## src/rtl/bitmap_pkg.sv

```systemverilog
// Shared constants and FSM state encoding for the bitmap read-modify-write arbiter.
package bitmap_pkg;
    localparam int ROW_W_DEF  = 9;
    localparam int COL_W_DEF  = 9;
    localparam int WORD_W_DEF = 32;
    localparam int ADDR_W_DEF = ROW_W_DEF + COL_W_DEF - $clog2(WORD_W_DEF);

    typedef enum logic [1:0] {
        IDLE = 2'd0,
        RD   = 2'd1,
        MOD  = 2'd2,
        WR   = 2'd3
    } state_t;
endpackage

```

## src/rtl/bitmap_rmw_arbiter_if.sv

```systemverilog
// Requester and BRAM signal bundle for the bitmap arbiter; slave = arbiter side.
interface bitmap_rmw_arbiter_if #(
    parameter int ROW_W  = bitmap_pkg::ROW_W_DEF,
    parameter int COL_W  = bitmap_pkg::COL_W_DEF,
    parameter int WORD_W = bitmap_pkg::WORD_W_DEF
);
    import bitmap_pkg::*;

    localparam int ADDR_W = ROW_W + COL_W - $clog2(WORD_W);

    logic              i_req_a;
    logic              i_req_b;
    logic [ROW_W-1:0]  i_row_a;
    logic [ROW_W-1:0]  i_row_b;
    logic [COL_W-1:0]  i_col_a;
    logic [COL_W-1:0]  i_col_b;
    logic              i_val_a;
    logic              i_val_b;
    logic              o_gnt_a;
    logic              o_gnt_b;
    logic              o_bram_en;
    logic              o_bram_we;
    logic [ADDR_W-1:0] o_bram_addr;
    logic [WORD_W-1:0] o_bram_wdata;
    logic [WORD_W-1:0] i_bram_rdata;
    logic              o_busy;

    modport slave (
        input  i_req_a, i_req_b, i_row_a, i_row_b, i_col_a, i_col_b,
               i_val_a, i_val_b, i_bram_rdata,
        output o_gnt_a, o_gnt_b, o_bram_en, o_bram_we, o_bram_addr,
               o_bram_wdata, o_busy
    );

    modport master (
        output i_req_a, i_req_b, i_row_a, i_row_b, i_col_a, i_col_b,
               i_val_a, i_val_b, i_bram_rdata,
        input  o_gnt_a, o_gnt_b, o_bram_en, o_bram_we, o_bram_addr,
               o_bram_wdata, o_busy
    );
endinterface

```

## src/rtl/rr_arb2.sv

```systemverilog
// Two-way round-robin arbiter; the pointer remembers the last winner and moves only on accept.
module rr_arb2 (
    input  logic clk,
    input  logic rst_n,
    input  logic req_a,
    input  logic req_b,
    input  logic accept,
    output logic win_a,
    output logic win_b
);
    logic last_b;

    // On a tie the requester that did not win last time goes first.
    assign win_a = req_a & (~req_b | last_b);
    assign win_b = req_b & ~win_a;

    always_ff @(posedge clk or negedge rst_n) begin
        if (!rst_n) begin
            last_b <= 1'b1;
        end else if (accept) begin
            last_b <= win_b;
        end
    end
endmodule

```

## src/rtl/bitmap_rmw_arbiter.sv

```systemverilog
// Arbitrates two single-pixel writers onto one 1-bit-per-pixel bitmap BRAM
// using a three-cycle read-modify-write (RD, MOD, WR).
module bitmap_rmw_arbiter
    import bitmap_pkg::*;
#(
    parameter int ROW_W  = ROW_W_DEF,
    parameter int COL_W  = COL_W_DEF,
    parameter int WORD_W = WORD_W_DEF
) (
    input  logic                i_clk,
    input  logic                i_rstn,
    bitmap_rmw_arbiter_if.slave bus
);
    localparam int BIT_W  = $clog2(WORD_W);
    localparam int ADDR_W = ROW_W + COL_W - BIT_W;

    state_t            state;
    state_t            state_next;
    logic              accept;
    logic              win_a;
    logic              win_b;
    logic [ADDR_W-1:0] addr_sel;
    logic [BIT_W-1:0]  bit_sel;
    logic              val_sel;
    logic [BIT_W-1:0]  bit_q;
    logic              val_q;
    logic [WORD_W-1:0] wdata_mod;

    rr_arb2 u_arb (
        .clk    (i_clk),
        .rst_n  (i_rstn),
        .req_a  (bus.i_req_a),
        .req_b  (bus.i_req_b),
        .accept (accept),
        .win_a  (win_a),
        .win_b  (win_b)
    );

    always_comb begin
        accept     = 1'b0;
        state_next = state;
        case (state)
            IDLE: begin
                if (bus.i_req_a || bus.i_req_b) begin
                    accept     = 1'b1;
                    state_next = RD;
                end
            end
            RD:  state_next = MOD;
            MOD: state_next = WR;
            WR: begin
                if (bus.i_req_a || bus.i_req_b) begin
                    accept     = 1'b1;
                    state_next = RD;
                end else begin
                    state_next = IDLE;
                end
            end
            default: state_next = IDLE;
        endcase
    end

    always_ff @(posedge i_clk or negedge i_rstn) begin
        if (!i_rstn) begin
            state <= IDLE;
        end else begin
            state <= state_next;
        end
    end

    // Word address is the row followed by the upper column bits; the low column bits pick the bit.
    always_comb begin
        if (win_b) begin
            addr_sel = {bus.i_row_b, bus.i_col_b[COL_W-1:BIT_W]};
            bit_sel  = bus.i_col_b[BIT_W-1:0];
            val_sel  = bus.i_val_b;
        end else begin
            addr_sel = {bus.i_row_a, bus.i_col_a[COL_W-1:BIT_W]};
            bit_sel  = bus.i_col_a[BIT_W-1:0];
            val_sel  = bus.i_val_a;
        end
    end

    always_comb begin
        wdata_mod        = bus.i_bram_rdata;
        wdata_mod[bit_q] = val_q;
    end

    // Every output is a flop loaded from the next-state decode, so it lines up with the state.
    always_ff @(posedge i_clk or negedge i_rstn) begin
        if (!i_rstn) begin
            bus.o_gnt_a      <= 1'b0;
            bus.o_gnt_b      <= 1'b0;
            bus.o_bram_en    <= 1'b0;
            bus.o_bram_we    <= 1'b0;
            bus.o_bram_addr  <= '0;
            bus.o_bram_wdata <= '0;
            bus.o_busy       <= 1'b0;
            bit_q            <= '0;
            val_q            <= 1'b0;
        end else begin
            bus.o_gnt_a   <= accept & win_a;
            bus.o_gnt_b   <= accept & win_b;
            bus.o_bram_en <= (state_next == RD) || (state_next == WR);
            bus.o_bram_we <= (state_next == WR);
            bus.o_busy    <= (state_next != IDLE);
            if (accept) begin
                bus.o_bram_addr <= addr_sel;
                bit_q           <= bit_sel;
                val_q           <= val_sel;
            end
            if (state == MOD) begin
                bus.o_bram_wdata <= wdata_mod;
            end
        end
    end
endmodule

```

## src/flat_wrapper.sv

```systemverilog
// flat-port wrapper written by rule: the top's interface ports become plain ports
module bitmap_rmw_arbiter_flat import bitmap_pkg::*;
#(
    parameter int ROW_W  = ROW_W_DEF,
    parameter int COL_W  = COL_W_DEF,
    parameter int WORD_W = WORD_W_DEF
)
  (i_clk, i_rstn, bus_i_req_a, bus_i_req_b, bus_i_row_a, bus_i_row_b, bus_i_col_a, bus_i_col_b, bus_i_val_a, bus_i_val_b, bus_i_bram_rdata, bus_o_gnt_a, bus_o_gnt_b, bus_o_bram_en, bus_o_bram_we, bus_o_bram_addr, bus_o_bram_wdata, bus_o_busy);
  bitmap_rmw_arbiter_if #(.ROW_W(ROW_W), .COL_W(COL_W), .WORD_W(WORD_W)) bus_i ();
  input  logic i_clk;
  input  logic i_rstn;
  input wire logic [$bits(bus_i.i_req_a)-1:0] bus_i_req_a;
  input wire logic [$bits(bus_i.i_req_b)-1:0] bus_i_req_b;
  input wire logic [$bits(bus_i.i_row_a)-1:0] bus_i_row_a;
  input wire logic [$bits(bus_i.i_row_b)-1:0] bus_i_row_b;
  input wire logic [$bits(bus_i.i_col_a)-1:0] bus_i_col_a;
  input wire logic [$bits(bus_i.i_col_b)-1:0] bus_i_col_b;
  input wire logic [$bits(bus_i.i_val_a)-1:0] bus_i_val_a;
  input wire logic [$bits(bus_i.i_val_b)-1:0] bus_i_val_b;
  input wire logic [$bits(bus_i.i_bram_rdata)-1:0] bus_i_bram_rdata;
  output wire logic [$bits(bus_i.o_gnt_a)-1:0] bus_o_gnt_a;
  output wire logic [$bits(bus_i.o_gnt_b)-1:0] bus_o_gnt_b;
  output wire logic [$bits(bus_i.o_bram_en)-1:0] bus_o_bram_en;
  output wire logic [$bits(bus_i.o_bram_we)-1:0] bus_o_bram_we;
  output wire logic [$bits(bus_i.o_bram_addr)-1:0] bus_o_bram_addr;
  output wire logic [$bits(bus_i.o_bram_wdata)-1:0] bus_o_bram_wdata;
  output wire logic [$bits(bus_i.o_busy)-1:0] bus_o_busy;
  assign bus_i.i_req_a = bus_i_req_a;
  assign bus_i.i_req_b = bus_i_req_b;
  assign bus_i.i_row_a = bus_i_row_a;
  assign bus_i.i_row_b = bus_i_row_b;
  assign bus_i.i_col_a = bus_i_col_a;
  assign bus_i.i_col_b = bus_i_col_b;
  assign bus_i.i_val_a = bus_i_val_a;
  assign bus_i.i_val_b = bus_i_val_b;
  assign bus_i.i_bram_rdata = bus_i_bram_rdata;
  assign bus_o_gnt_a = bus_i.o_gnt_a;
  assign bus_o_gnt_b = bus_i.o_gnt_b;
  assign bus_o_bram_en = bus_i.o_bram_en;
  assign bus_o_bram_we = bus_i.o_bram_we;
  assign bus_o_bram_addr = bus_i.o_bram_addr;
  assign bus_o_bram_wdata = bus_i.o_bram_wdata;
  assign bus_o_busy = bus_i.o_busy;
  bitmap_rmw_arbiter #(.ROW_W(ROW_W), .COL_W(COL_W), .WORD_W(WORD_W)) u_core (.i_clk(i_clk), .i_rstn(i_rstn), .bus(bus_i));
endmodule
```

## config.mk

```make
export PLATFORM = sky130hd
export DESIGN_NAME = bitmap_rmw_arbiter_flat
export DESIGN_NICKNAME = d
export VERILOG_FILES = /design/src/rtl/bitmap_pkg.sv /design/src/rtl/bitmap_rmw_arbiter_if.sv /design/src/rtl/rr_arb2.sv /design/src/rtl/bitmap_rmw_arbiter.sv /design/src/flat_wrapper.sv
export SDC_FILE = /design/constraint.sdc
export NUM_CORES = 1
export LEC_CHECK = 0
export ABC_CLOCK_PERIOD_IN_PS = 2400
export BUFFER_PORTS_ARGS = -buffer_cell sky130_fd_sc_hd__buf_4
export CAP_MARGIN = 20
export CORE_ASPECT_RATIO = 1.75
export CORE_UTILIZATION = 45
export DETAILED_ROUTE_END_ITERATION = 10
export PLACE_DENSITY = 0.88
export SETUP_SLACK_MARGIN = 0.02
export SLEW_MARGIN = 20
export SYNTH_ARGS = -nofsm -noshare
export SYNTH_HDL_FRONTEND = slang
export SYNTH_SLANG_ARGS = --single-unit
```

## constraint.sdc

```tcl
create_clock -name i_clk -period 2.4 [get_ports i_clk]
set_clock_uncertainty 0.15 [all_clocks]
set_input_delay 0 -clock i_clk [delete_from_list [all_inputs] [get_ports i_clk]]
set_output_delay 0 -clock i_clk [all_outputs]
set_load 0.05 [all_outputs]
```

==> Yosys cells after proc, flatten, opt, wreduce, memory -nomap -nowiden <==
Index checks and enable logic that the tools add are counted.
{ "op_classes": {"n_reduce_logical": 6, "bitwise_logic": 7, "n_lt_le_gt_ge": 2, "n_mux": 11, "n_eq_ne": 5} }
{ "ops": {"columns": ["op", "n"], "rows": [
  ["bitwise mux 32 bit", 1],
  ["2-to-1 mux 13 bit", 1],
  ["one-hot mux 2 bit (4 select lines)", 1],
  ["== test 2 bit, second input constant", 3],
  ["< comparator 5 x 6 -> 1 bit, second input constant", 1],
  ["demux 1 bit (select 5 bit)", 1],
  ["greater-or-equal comparator 5 x 1 -> 1 bit, second input constant", 1],
  ["2-to-1 mux 1 bit", 5],
  ["2-to-1 mux 5 bit", 1],
  ["AND 1 bit", 4],
  ["== test 2 x 1 -> 1 bit, second input constant", 2],
  ["logical NOT 2 bit", 1],
  ["logical OR 1 bit", 2],
  ["2-to-1 mux 2 bit", 1],
  ["inverter 1 bit", 2],
  ["nonzero test 2 bit", 1],
  ["OR reduction 2 bit", 1],
  ["logical AND 1 bit", 1],
  ["OR 1 bit", 1]
]} }
{ "totals": {"wordCells": 42, "register_bits": 59, "in_bits": 74} }

==> Depth between registers and ports, before layout <==
Gate-level depths: netlist of run 1.
{ "logic_depth": {"ltp_word": 6, "depth_mapped": 6, "ltp_nobuf": 5} }

==> Modules after synthesis <==
From an unflattened synthesis of run 1, not the netlist that was laid out.
{ "hier_totals": {"cells_unflattened": 308, "area_unflattened_um2": 2871.5} }
{ "by_module_without_submodules": {"columns": ["mod", "cells_per_inst", "seq_area_each_um2", "n_inst", "area_per_inst_um2"], "rows": [
  ["bitmap_rmw_arbiter", 303, 1426.4, 1, 2807.7],
  ["rr_arb2", 5, 26.3, 1, 63.8]
]} }

==> Worst setup path after synthesis of run 1 <==
No wires, ideal clock.
{ "synth_path": {"path_type": "flip-flop to flip-flop", "from": "reg u_core.state[0]", "to": "reg u_core.bus.o_bram_addr[11]", "synth_period_minus_slack_ps": 1965, "path_slack_ps": 435, "setup_ps": 136, "arrival_ps": 1679, "required_ps": 2114, "n_path_buf": 1, "stages_incl_launch_ff": 6, "cell_sequence": "dfrtp_1 inv_1 ha_1 o21bai_1 clkbuf_1 o21ai_0"} }
{ "synth_between": {"elab_chain_len": 3, "word_cells_on_any_way": 4} }
{ "synth_rtl": {"columns": ["element", "line", "text"], "rows": [
  ["start: declaration", "bitmap_rmw_arbiter.sv:17", "state_t state;"],
  ["start signal: assignment", "bitmap_rmw_arbiter.sv:67", "state <= state_next;"],
  ["== test 2 bit / logical NOT 2 bit (equally long branches)", "bitmap_rmw_arbiter.sv:42", "case (state)"],
  ["OR reduction 2 bit (no source line) (*)", null, null],
  ["2-to-1 mux 1 bit (*)", null, null],
  ["end signal: assignment", "bitmap_rmw_arbiter.sv:108", "bus.o_bram_addr <= addr_sel;"],
  ["end: declaration", "bitmap_rmw_arbiter_if.sv:31", "output o_gnt_a, o_gnt_b, o_bram_en, o_bram_we, o_bram_addr,"]
]} }
Mark *: on every way between the ends. The rest lies on a longest branch, timed or not.
A chain may end at the register's enable or synchronous reset.

==> Final worst setup path of run 1 <==
{ "layout_path": {"from": "reg u_core.u_arb.last_b", "to": "reg u_core.bus.o_bram_addr[2]"} }
{ "layout_between": {"elab_chain_len": 5} }
{ "layout_rtl": {"columns": ["element", "line", "text"], "rows": [
  ["start: declaration", "rr_arb2.sv:11", "logic last_b;"],
  ["start signal: assignment", "rr_arb2.sv:21", "last_b <= win_b;"],
  ["OR 1 bit", "rr_arb2.sv:14", "assign win_a = req_a & (~req_b | last_b);"],
  ["AND 1 bit", "rr_arb2.sv:14", null],
  ["inverter 1 bit", "rr_arb2.sv:15", "assign win_b = req_b & ~win_a;"],
  ["AND 1 bit", "rr_arb2.sv:15", null],
  ["2-to-1 mux 13 bit", "bitmap_rmw_arbiter.sv:73", "if (win_b) begin"]
]} }
No other way between the ends.

==> results of run 1 <==
==> critical path, stage by stage, from the launching register on <==
cell           delay (ps)
dfstp_2               570
a21bo_4               380
mux2i_1               280
dlygate4sd3_1         570
o21ai_0                90
==> per-layer routing <==
layer | share of wire | vias to the layer above | track usage
met5 | 0 | - | 0
met4 | 0.042 | 0 | 0.218
met3 | 0.065 | 39 | 0.0805
met2 | 0.54 | 161 | 0.587
met1 | 0.35 | 1440 | 0.329
li1 | - | 1438 | -
==> cell type report <==
cell class / count / area [µm²]
repair buffers: 198 / 1680
clock buffers: 9 / 124
inverters: 2 / 7.51
flip-flops and latches: 58 / 1450
clock inverters: 7 / 70.1
multi-input cells: 224 / 1310
fillers: 397 / 1440
well taps: 80 / 100
==> through the flow <==
| step | cells | worst slack, ps | utilization | hold slack (ps) |
|---|---|---|---|---|
| after floorplan | 306 | 435 | - | -446 |
| after global placement | 488 | 563 | 0.614 | -52.0 |
| after detailed placement | 488 | 444 | 0.614 | -46.8 |
| after CTS | 578 | 109 | 0.766 | 127 |
| after global routing | 578 | 117 | 0.768 | 192 |
| final | 578 | 198 | 0.768 | 114 |
==> cells in the final DEF (no fill, tap or decap), drive strengths merged, types with 2 or more instances in the layout <==
master and n:
clkinv 2, ha 4, nand2b 2, o21ai 51, nand3b 3, nor3b 5, or3b 3, and3 2
a31oi 32, mux2i 19, nor2 34, buf 124, nor3 2, clkinvlp 4, and3b 5, dfrtp 57
o21bai 2, inv 2, nand2 52, clkbuf 9, dlygate4sd3 74
==> kinds of logic after synthesis <==
logic type	count (synthesis)	synth area share
compound gates	88	0.173
fa+ha+maj	4	0.0175
buf+inv	24	0.0441
flops	58	0.507
mux	19	0.0663
simple gates	113	0.192
==> power groups by stage <==
stage / clock network [W] / registers, W / logic (W)
2_1_floorplan: 0 / 0.00314 / 0.00133
3_3_place_gp: 0 / 0.00188 / 0.00358
3_5_place_dp: 0 / 0.00190 / 0.00366
4_1_cts: 0.000887 / 0.00190 / 0.00381
5_1_grt: 0.000933 / 0.00200 / 0.00420
6_report: 0.000879 / 0.00193 / 0.00395
==> worst max path at each step <==
stage	slack [ps]	startpoint	depth (start not counted)	to
floorplan	430	u_core.state[0]$_DFF_PN0_	5	u_core.bus.o_bram_addr[11]$_DFFE_PN0P_
global placement	560	u_core.state[0]$_DFF_PN0_	5	u_core.bus.o_bram_addr[12]$_DFFE_PN0P_
detailed placement	440	u_core.state[0]$_DFF_PN0_	5	u_core.bus.o_bram_addr[2]$_DFFE_PN0P_
CTS	110	u_core.u_arb.last_b$_DFFE_PN1P_	4	u_core.bus.o_bram_addr[0]$_DFFE_PN0P_
global route	120	u_core.u_arb.last_b$_DFFE_PN1P_	4	u_core.bus.o_bram_addr[2]$_DFFE_PN0P_
finish	200	u_core.u_arb.last_b$_DFFE_PN1P_	4	u_core.bus.o_bram_addr[2]$_DFFE_PN0P_
==> sequential cells by signal (all words and copies together), names as in the netlist <==
name / count
u_core.bit_q: 5
u_core.bus.o_gnt_a: 1
u_core.bus.o_busy: 1
u_core.u_arb.last_b: 1
u_core.bus.o_bram_we: 1
u_core.bus.o_bram_wdata: 32
u_core.state: 2
u_core.bus.o_bram_addr: 13
u_core.bus.o_gnt_b: 1
u_core.val_q: 1
==> timing repair <==
item	in CTS	in global routing
endpoints found under the hold margin	112	0
endpoints found under the setup margin	0	16
hold buffers	74	0
resized for setup	0	1
==> results_dict.tcl, run 1 <==
set metrics [dict create \
    p_clk_frac 0.130 \
    p_sw_frac 0.525 \
    power_frac_comb 0.584 \
    final_nets 571 \
    num_vias 3078 \
    htreeDepth 3 \
    setup_viol 0 \
    ys_seq_elements 58 \
    yosysTopAreaCellShare 0.498 \
    area_growth_pct 65.6 \
    dr.pass1.iters 4 \
    ant_nets 0 \
    synth_fp_nets 384 \
    min_path_type "input port to async pin" \
    wirelength_um 10300 \
    row_count 38 \
    grt_use_total 0.326 \
    max-cap-violations 0 \
    power_frac_seq 0.286 \
    crit_type "flop to flop" \
    die_x_um 62.3 \
    r2r_slack_ps 200 \
    port_buffers 123 \
    yosys.area.top_type "dfrtp_1" \
    power.static_leakage_nw 2.17 \
    synth.area.top_cells "dfrtp_1 (50%), o21ai_0 (7.9%), a31oi_1 (7.0%)" \
    async_flop_share 1.00 \
    drive_above_1_share 0.299 \
    num_io_pins 124 \
    p_sw_w 0.00355 \
    r2r-start "u_core.u_arb.last_b$_DFFE_PN1P_" \
    hpwlAfterDp_um 5430 \
    slew_headroom 0.491 \
    wire_per_inst_um 17.9 \
    root_buffer "clkbuf_8" \
    cp.required_ps 2420 \
    hold_viol 0 \
    critPathMaxFanout 20 \
    core-area_mm2 0.00618 \
    yosys-top-cells-count "dfrtp_1 (57), nand2_1 (52), o21ai_0 (45), nor2_1 (34), a31oi_1 (32)" \
    syn_area_per_cell_um2 9.37 \
    synth_ff_type "dfrtp_1" \
    fin_crit_ps 2200 \
    reg2regPathDepth 4 \
    synth.distinct_cells 34 \
    routed_via_density 5.33 \
    cts_setup_buffers 0 \
    tightest_slew_ps 762 \
    rsz0062_at_grt "no" \
    drt_iter0_drc 193 \
    finalCritPeriodShare 0.918 \
    ys_seq_area_frac 0.507 \
    die_area_mm2 0.00671 \
    yosys_warnings 0 \
    outcome "completed" \
    worstPathArrival_ps 2220 \
    synth_edf_count 0 \
    clk_pin_slew_ps 70 \
    start_kind "flop" \
    p_int_w 0.00322 \
    crit_path_end_kind "flop" \
    num_antenna_cells 0 \
    antenna_found_initial 0 \
    synth.most_common_cell "dfrtp_1" \
    gp_congestion 0.828 \
    finalMaxSlewViolations 0 \
    rr_endpoint "u_core.bus.o_bram_addr[2]$_DFFE_PN0P_" \
    grt_pass1_vias 3454 \
    worstSkewPairLatency_ps 330 \
    cts_sinks 58 \
    drc 0 \
    fmax_ghz 0.454 \
    start_util 0.464 \
    power_density_mw_per_mm2 1430 \
    numCtsBuffers 9 \
    synthCells 306 \
    final_cell_area_mm2 0.00475 \
    max-vdd-ir-drop_mv 1.03 \
    grt_pass1_wl_um 16400 \
    synthesis.area_mm2 0.00287 \
    tritoncts "built" \
    grt_max_degree 66 \
    clk_path_buf_depth 2 \
    grt_overflow 0 \
    die_h_um 108 \
    finalSetupTns_ps 0 \
    finalPower_w 0.00677 \
    place_area_mm2 0.00380 \
]
(Power assumes the default switching activity.)
==> run 2: changes to the inputs <==
MAX_ROUTING_LAYER = met4   (was not set)
==> results_dict.tcl, run 2 (same netlist as run 1, synthesis figures left out) <==
set metrics [dict create \
    num_antenna_cells 0 \
    grt_pass1_vias 3451 \
    setup_ws_ps 206 \
    fin_crit_ps 2190 \
    htreeDepth 3 \
    tightest_slew_ps 761 \
    grt_max_degree 66 \
    max-vdd-ir-drop_mv 1.03 \
    slew_headroom 0.492 \
    clk_pin_slew_ps 70 \
    port_buffers 123 \
    finalMaxSlewViolations 0 \
    power.static_leakage_nw 2.17 \
    antenna_found_initial 0 \
    stdcell_count 578 \
    final.fill_count 397 \
    drt_iter0_drc 184 \
    largest_reg_flops 32 \
    die_h_um 108 \
    die_area_mm2 0.00671 \
    crit_chain "a21bo_4, mux2i_1, dlygate4sd3_1, o21ai_0" \
    grt_pass1_wl_um 16400 \
    grt_use_total 0.335 \
    power_density_mw_per_mm2 1430 \
    num_vias 3130 \
    cp.required_ps 2420 \
    numCtsBuffers 9 \
    wire_per_inst_um 17.9 \
    crit_type "flop to flop" \
    fmax_ghz 0.456 \
    rsz0062_at_grt "no" \
    cts_sinks 58 \
    dr.pass1.iters 5 \
    setup_viol 0 \
    area_growth_pct 65.6 \
    dpl_worst_slack_ps 444 \
    layout_common_cells "buf_4 (123), dlygate4sd3_1 (74), dfrtp_1 (57)" \
    place_area_mm2 0.00380 \
    finalCritPeriodShare 0.914 \
    p_sw_w 0.00356 \
    slowest_delay_ps 580 \
    cts_setup_buffers 0 \
    clk_path_buf_depth 2 \
    start_util 0.464 \
    worstPathArrival_ps 2220 \
    min_path_type "input port to async pin" \
    final_nets 571 \
    final_cell_area_mm2 0.00475 \
    grt_overflow 0 \
    outcome "completed" \
    crit_path_end_kind "flop" \
    hold_viol 0 \
    critPathMaxFanout 20 \
    drive_above_1_share 0.299 \
    routed_via_density 5.42 \
    hpwlAfterDp_um 5430 \
    wirelength_um 10300 \
    ant_nets 0 \
    gp_congestion 0.841 \
    cp.depth 4 \
    start_kind "flop" \
    finalSetupTns_ps 0 \
    regMostFlops "u_core.bus.o_bram_wdata" \
    p_clk_frac 0.130 \
    p_int_w 0.00322 \
    drc 0 \
    power_frac_seq 0.286 \
    final_common_cell "buf_4" \
    critPathSlowestCell "dlygate4sd3_1" \
    path_delay_family "buffers and inverters" \
    max-cap-violations 0 \
    power_frac_comb 0.584 \
    root_buffer "clkbuf_8" \
    tritoncts "built" \
    reg2regPathDepth 4 \
    die_x_um 62.3 \
    p_sw_frac 0.525 \
    row_count 38 \
    post-place-cells 488 \
    path_buf_inv 1 \
    num_io_pins 124 \
    core-area_mm2 0.00618 \
    top_regs "u_core.bus.o_bram_wdata: 32 flops, u_core.bus.o_bram_addr: 13 flops, u_core.bit_q: 5 flops" \
    worstSkewPairLatency_ps 340 \
]
run 2: cell counts in the layout (fill, tap and decap cells not counted):
Identical to the previous run, type by type.
run 2: layout make-up:
type                       instances  area [µm²]  area share
multi-input combinational        224        1310       0.276
clock buffer                       9         124      0.0261
tap                               80         100      0.0211
timing repair buffer             198        1680       0.355
clock inverter                     7        70.1      0.0148
sequential                        58        1450       0.306
inverter                           2        7.51     0.00158
run 2: worst register-to-register path, delay by kind of cell, from the launching register on:
family / cells / cell delay, ps
muxes: 1 / 250
AOI/OAI and AO/OA: 2 / 480
buffers and inverters: 1 / 580
DFF: 1 / 570
run 2: power groups by stage:
stage | registers (W) | clock network, W | logic, W
after floorplan | 0.00314 | 0 | 0.00133
after global placement | 0.00188 | 0 | 0.00358
after detailed placement | 0.00190 | 0 | 0.00366
after CTS | 0.00190 | 0.000887 | 0.00381
after global routing | 0.00200 | 0.000933 | 0.00419
final | 0.00194 | 0.000882 | 0.00395
run 2: metal layers:
| metal | vias up | track usage | wire [µm] |
|---|---|---|---|
| met2 | 187 | 0.586 | 5580 |
| met5 | - | - | 0 |
| met1 | 1462 | 0.336 | 3670 |
| met4 | 0 | 0.219 | 465 |
| li1 | 1440 | - | - |
| met3 | 41 | 0.0689 | 624 |
run 2: timing repair:
item	CTS	global route
hold endpoints to repair	112	0
endpoints found under the setup margin	0	16
resized for setup	0	1
hold buffers	74	0
run 2: worst paths after layout:
kind	startpoint	end	slack [ps]
max reg2reg	u_core.u_arb.last_b$_DFFE_PN1P_	u_core.bus.o_bram_addr[10]$_DFFE_PN0P_	210
max	u_core.u_arb.last_b$_DFFE_PN1P_	u_core.bus.o_bram_addr[10]$_DFFE_PN0P_	210
min in group i_clk	u_core.bus.o_bram_addr[4]$_DFFE_PN0P_	u_core.bus.o_bram_addr[4]$_DFFE_PN0P_	350
min	i_rstn	u_core.bus.o_bram_addr[12]$_DFFE_PN0P_	100
max in group asynchronous	i_rstn	u_core.bus.o_bram_wdata[11]$_DFFE_PN0N_	1510
min reg2reg	u_core.bus.o_bram_addr[4]$_DFFE_PN0P_	u_core.bus.o_bram_addr[4]$_DFFE_PN0P_	350
run 2: per-stage QoR:
step | utilization | hold slack (ps) | total power [W]
4_1_cts | 0.766 | 127 | 0.00659
2_1_floorplan | - | -446 | 0.00448
6_report | 0.768 | 99.7 | 0.00677
3_3_place_gp | 0.614 | -52.0 | 0.00547
5_1_grt | 0.768 | 192 | 0.00712
3_5_place_dp | 0.614 | -46.8 | 0.00557
